File: src/rtl/multi_pushbutton_processor.sv
// ---------------------------------------------------------------------------
// multi_pushbutton_processor
//
// Synchronises, debounces and classifies NUM_BTN independent pushbuttons into
// single-cycle short-press, long-press and auto-repeat event pulses. Runs on
// the 1 kHz tick clock, so every time parameter is in milliseconds (= cycles).
//
// Ports:
//   clk_1khz       in   1        1 kHz clock, rising edge
//   rst_i          in   1        synchronous, active-high reset
//   pushbutton_i   in   NUM_BTN  raw bouncing button levels (1 = pressed)
//   repeat_en_i    in   1        enables repeat_o pulses while a long press is held
//   pressed_o      out  NUM_BTN  debounced level per channel
//   short_o        out  NUM_BTN  1-cycle pulse: released before LONG_MS
//   long_o         out  NUM_BTN  1-cycle pulse: held for LONG_MS
//   repeat_o       out  NUM_BTN  1-cycle pulse every REPEAT_MS in the long state
//   any_pressed_o  out  1        OR of pressed_o
//
// Press FSM (one per channel):
//   state | meaning
//   IDLE  | button released, waiting for a debounced press
//   PRESS | held, counting towards LONG_MS; release here gives short_o
//   LONG  | long press recognised; optional auto-repeat, release is silent
// ---------------------------------------------------------------------------
module multi_pushbutton_processor #(
    parameter int NUM_BTN     = 4,
    parameter int DEBOUNCE_MS = 20,
    parameter int LONG_MS     = 2000,
    parameter int REPEAT_MS   = 250
) (
    input  logic               clk_1khz,
    input  logic               rst_i,
    input  logic [NUM_BTN-1:0] pushbutton_i,
    input  logic               repeat_en_i,
    output logic [NUM_BTN-1:0] pressed_o,
    output logic [NUM_BTN-1:0] short_o,
    output logic [NUM_BTN-1:0] long_o,
    output logic [NUM_BTN-1:0] repeat_o,
    output logic               any_pressed_o
);

    localparam logic [7:0]  DB_LAST   = 8'(DEBOUNCE_MS - 1);
    localparam logic [15:0] LONG_LAST = 16'(LONG_MS - 1);
    localparam logic [15:0] RPT_LAST  = 16'(REPEAT_MS - 1);

    typedef enum logic [1:0] {
        IDLE  = 2'd0,
        PRESS = 2'd1,
        LONG  = 2'd2
    } state_t;

    logic [NUM_BTN-1:0] sync_a;
    logic [NUM_BTN-1:0] sync_b;
    logic [7:0]         db_cnt     [NUM_BTN];
    logic [7:0]         db_cnt_nxt [NUM_BTN];
    logic [NUM_BTN-1:0] pressed_nxt;
    state_t             state      [NUM_BTN];
    logic [15:0]        hold_cnt   [NUM_BTN];
    logic [15:0]        rpt_cnt    [NUM_BTN];

    // Debounce next-state: a level change is accepted only after the
    // synchronised input has differed from pressed_o for DEBOUNCE_MS
    // consecutive cycles; any agreement restarts the window.
    always_comb begin
        pressed_nxt = pressed_o;
        for (int i = 0; i < NUM_BTN; i++) begin
            db_cnt_nxt[i] = 8'd0;
            if (sync_b[i] != pressed_o[i]) begin
                if (db_cnt[i] == DB_LAST) begin
                    pressed_nxt[i] = sync_b[i];
                end else begin
                    db_cnt_nxt[i] = db_cnt[i] + 8'd1;
                end
            end
        end
    end

    always_ff @(posedge clk_1khz) begin
        if (rst_i) begin
            sync_a        <= '0;
            sync_b        <= '0;
            pressed_o     <= '0;
            any_pressed_o <= 1'b0;
            short_o       <= '0;
            long_o        <= '0;
            repeat_o      <= '0;
            for (int i = 0; i < NUM_BTN; i++) begin
                db_cnt[i]   <= 8'd0;
                state[i]    <= IDLE;
                hold_cnt[i] <= 16'd0;
                rpt_cnt[i]  <= 16'd0;
            end
        end else begin
            sync_a        <= pushbutton_i;
            sync_b        <= sync_a;
            pressed_o     <= pressed_nxt;
            // Registered from the next-state vector so it tracks pressed_o
            // in the same cycle.
            any_pressed_o <= |pressed_nxt;
            short_o       <= '0;
            long_o        <= '0;
            repeat_o      <= '0;
            for (int i = 0; i < NUM_BTN; i++) begin
                db_cnt[i] <= db_cnt_nxt[i];
                case (state[i])
                    IDLE: begin
                        // IDLE is only ever entered with pressed_o low, so a
                        // high level here is always a fresh rising edge.
                        if (pressed_o[i]) begin
                            state[i]    <= PRESS;
                            hold_cnt[i] <= 16'd1;
                        end
                    end
                    PRESS: begin
                        if (!pressed_o[i]) begin
                            short_o[i] <= 1'b1;
                            state[i]   <= IDLE;
                        end else if (hold_cnt[i] == LONG_LAST) begin
                            // hold_cnt reaches LONG_MS on this edge, which is
                            // LONG_MS cycles after the pressed_o rise.
                            long_o[i]  <= 1'b1;
                            state[i]   <= LONG;
                            rpt_cnt[i] <= 16'd0;
                        end else begin
                            hold_cnt[i] <= hold_cnt[i] + 16'd1;
                        end
                    end
                    LONG: begin
                        if (!pressed_o[i]) begin
                            state[i] <= IDLE;
                        end else if (!repeat_en_i) begin
                            rpt_cnt[i] <= 16'd0;
                        end else if (rpt_cnt[i] == RPT_LAST) begin
                            repeat_o[i] <= 1'b1;
                            rpt_cnt[i]  <= 16'd0;
                        end else begin
                            rpt_cnt[i] <= rpt_cnt[i] + 16'd1;
                        end
                    end
                    default: state[i] <= IDLE;
                endcase
            end
        end
    end

endmodule

File: config.mk
export PLATFORM = sky130hd
export DESIGN_NAME = multi_pushbutton_processor
export DESIGN_NICKNAME = d
export VERILOG_FILES = /design/src/rtl/multi_pushbutton_processor.sv
export SDC_FILE = /design/constraint.sdc
export NUM_CORES = 1
export LEC_CHECK = 0
export ABC_AREA = 1
export CORE_ASPECT_RATIO = 1.1
export CORE_MARGIN = 5
export CORE_UTILIZATION = 50
export DETAILED_ROUTE_END_ITERATION = 7
export PLACE_DENSITY = 0.66
export SYNTH_ARGS = -nofsm -noshare
export SYNTH_HDL_FRONTEND = slang
export SYNTH_SLANG_ARGS = --single-unit
File: constraint.sdc
create_clock -name clk_1khz -period 2.9 [get_ports clk_1khz]
set_input_delay 0.58 -clock clk_1khz [delete_from_list [all_inputs] [get_ports clk_1khz]]
set_output_delay 0.58 -clock clk_1khz [all_outputs]
set_load 0.02 [all_outputs]
==> results_dict.tcl <==
set metrics [dict create \
    cts_tree "done" \
    post-route-util_pct 55.9 \
    h-tree-depth 4 \
    final.setup.tns_ns 0 \
    clock_sinks 193 \
    min-delay-start "sync_a[1]" \
    max_slew_margin_pct 56.2 \
    setup_viol 0 \
    cts.repair.resized 0 \
    cts.hold.buffers_added 0 \
    maxSlewViolCount 0 \
    antenna_found_initial 0 \
    critical_path.slowest_cell "clkdlybuf4s50_1" \
    crit_chain "clkdlybuf4s50_1" \
    grt_pass1_wl_microns 33600 \
    timing.rr.end "rpt_cnt[1][4]" \
    vias 8069 \
    yosys.area.top_type "edfxtp_1" \
    avgSynthCellArea_sq_um 8.24 \
    ys.flop_type "edfxtp_1" \
    cap_violations 0 \
    core_sq_um 20500 \
    post-place-cells 1539 \
    leakagePower_nw 4.42 \
    synth_warnings 0 \
    seq_area_frac_synth_pct 50.4 \
    io_pins 24 \
    max_stage_delay_ns 0.67 \
    worstPathRequired_ns 2.32 \
    numPortBuffers 23 \
    r2r_slack_ns 0.92 \
    synth_area_leaders "edfxtp_1 39%, dfxtp_1 11%, nand2_1 8.4%, nor2_1 7.8%, inv_1 6.8%" \
    nFillCells 1867 \
    path_max_fanout 8 \
    hold_ws_ns 0.405 \
    dieWidth_microns 147 \
    reg2reg_depth 8 \
    cts_buffers 17 \
    synthDominantCellAreaShare_pct 39.4 \
    outcome "completed" \
    cp-start-kind "flop" \
    crit_start "pressed_o[3]" \
    path_delay_family "buffers and inverters" \
    p_total_mw 5.55 \
    area_delta_synth_final_pct 10.5 \
    drc 0 \
    r2r-start "hold_cnt[1][0]" \
    path_depth 1 \
    overflow 0 \
    synthCells 1259 \
    min_period_ns 2.15 \
    die_area_sq_um 23700 \
    die_h_microns 161 \
    finalNonFillerCells 1571 \
    syn_nets 1282 \
    ant_nets 0 \
    layout-drive-gt1-share_pct 7.22 \
    crit_arrival_ns 1.57 \
    fmaxAchievable_mhz 466 \
    netlist_area_sq_um 10400 \
    worst_pin_slew_ns 0.654 \
    synthDistinctLibCells 41 \
    start_util_pct 50.6 \
    final_nets 1325 \
    worst_setup_path_end_kind "output port" \
    drt_first_pass_iters 5 \
    synth_edf_count 136 \
    hp-class "flop to flop" \
    clock_path_buffers 2 \
    ys_async_sr_fraction_pct 0 \
    irDropWorstVdd_mv 0.462 \
    yosys_register_bits 193 \
    post_cts_buffers 0 \
    clock_latency_ns 0.43 \
    gp_congestion 0.851 \
    cts.clk_slew.worst_paths_ns 0.07 \
    insertedDiodeCount 0 \
    final_hold_viol_count 0 \
    hpwlAfterDp_microns 14500 \
    fp-row-count 55 \
    power_density_nw_per_um2 484 \
    cts-root-buf "clkbuf_16" \
    synth_commonest_cells "231 x nand2_1, 216 x nor2_1, 188 x inv_1" \
    vias_per_cell 5.14 \
    worst-setup-path-type "flop to output port" \
    grt_pass1_vias 7470 \
    grt_usage_pct 16.8 \
    routedWlPerCell_microns 12.5 \
    grt_max_degree 19 \
    dr.first_iter.drc_count 421 \
    skew_ns 0.00819 \
    yosysMostFrequentCell "nand2_1" \
    rsz0062_at_grt "false" \
    drt_wl_total_microns 19600 \
    fin_crit_sh_pct 74.0 \
    cp_num_buf_inv 1 \
    endpoint "pressed_o[3]" \
]
## worst min path at each step
stage,depth (start not counted),end
detailed placement,2,sync_b[0]
global placement,2,sync_b[1]
floorplan,2,sync_b[0]
global route,2,sync_b[0]
finish,2,sync_b[1]
CTS,2,sync_b[0]
## through the flow
step / instance area, sq um / worst slack [ns]
2_1_floorplan: 10400 / 0.844
3_3_place_gp: 10900 / 0.433
3_5_place_dp: 10900 / 0.369
4_1_cts: 11500 / 0.732
5_1_grt: 11500 / 0.653
6_report: 11500 / 0.753
## kinds of logic (layout without fill, tap and decap cells)
| logic type | Yosys count | after routing | share of synthesized area [%] |
|---|---|---|---|
| AOI/OAI and AO/OA | 102 | 102 | 5.54 |
| xor gates and xnor gates | 39 | 39 | 3.29 |
| adders and majority gates | 16 | 16 | 1.93 |
| buffers and inverters | 203 | 259 | 8.04 |
| DFF | 193 | 193 | 50.4 |
| and+or+nand+nor | 706 | 706 | 30.8 |
## where the power goes
group	switching, mW	internal, mW	leakage, nW
combinational	0.153	0.0747	2.28
sequential	0.0678	3.02	1.87
clock	1.02	1.21	0.269
## metal layers
metal	up-vias	share of wire (%)	GRT usage [%]
li1	4258	-	-
met1	3704	48	22.1
met2	89	48	28.7
met3	18	2.4	2.81
met4	0	1.4	5.13
met5	-	0	0
## sequential cells by signal, indices dropped and copies added, names as in the netlist
signal and cells:
hold_cnt 64, rpt_cnt 64, db_cnt 32, state 8
long_o 4, pressed_o 4, repeat_o 4, short_o 4
sync_a 4, sync_b 4, any_pressed_o 1
## cells in the final DEF, fill, tap and decap left out, types with 10 or more instances in the layout
master / Yosys / layout
a21oi_1: 64 / 64
a21oi_2: 10 / 10
buf_4: 0 / 13
clkbuf_16: 0 / 17
clkdlybuf4s50_1: 0 / 23
dfxtp_1: 57 / 57
edfxtp_1: 136 / 136
ha_1: 16 / 16
inv_1: 188 / 188
nand2_1: 231 / 231
nand3_1: 94 / 94
nand4_1: 59 / 59
nor2_1: 216 / 216
nor3_1: 51 / 51
o21ai_0: 16 / 16
or2_2: 13 / 13
xnor2_1: 16 / 16
xor2_1: 23 / 23
## layout make-up
| class | count | area [sq um] | area share, % |
|---|---|---|---|
| clock buffer | 20 | 447 | 3.90 |
| clock inverter | 12 | 108 | 0.939 |
| inverter | 191 | 719 | 6.28 |
| multi-input combinational | 863 | 4310 | 37.6 |
| sequential | 193 | 5230 | 45.6 |
| tap | 256 | 320 | 2.80 |
| timing repair buffer | 36 | 328 | 2.86 |
## worst register-to-register path, delay by kind of cell (launching register included)
kind                     cells  cell delay, ns
adder cells (fa/ha/maj)      1            0.20
buffers and inverters        2            0.34
AO/OA/AOI/OAI                1            0.12
AND/OR/NAND/NOR              4            0.61
flip-flops                   1            0.39
Power figures use the tool's default switching activity.
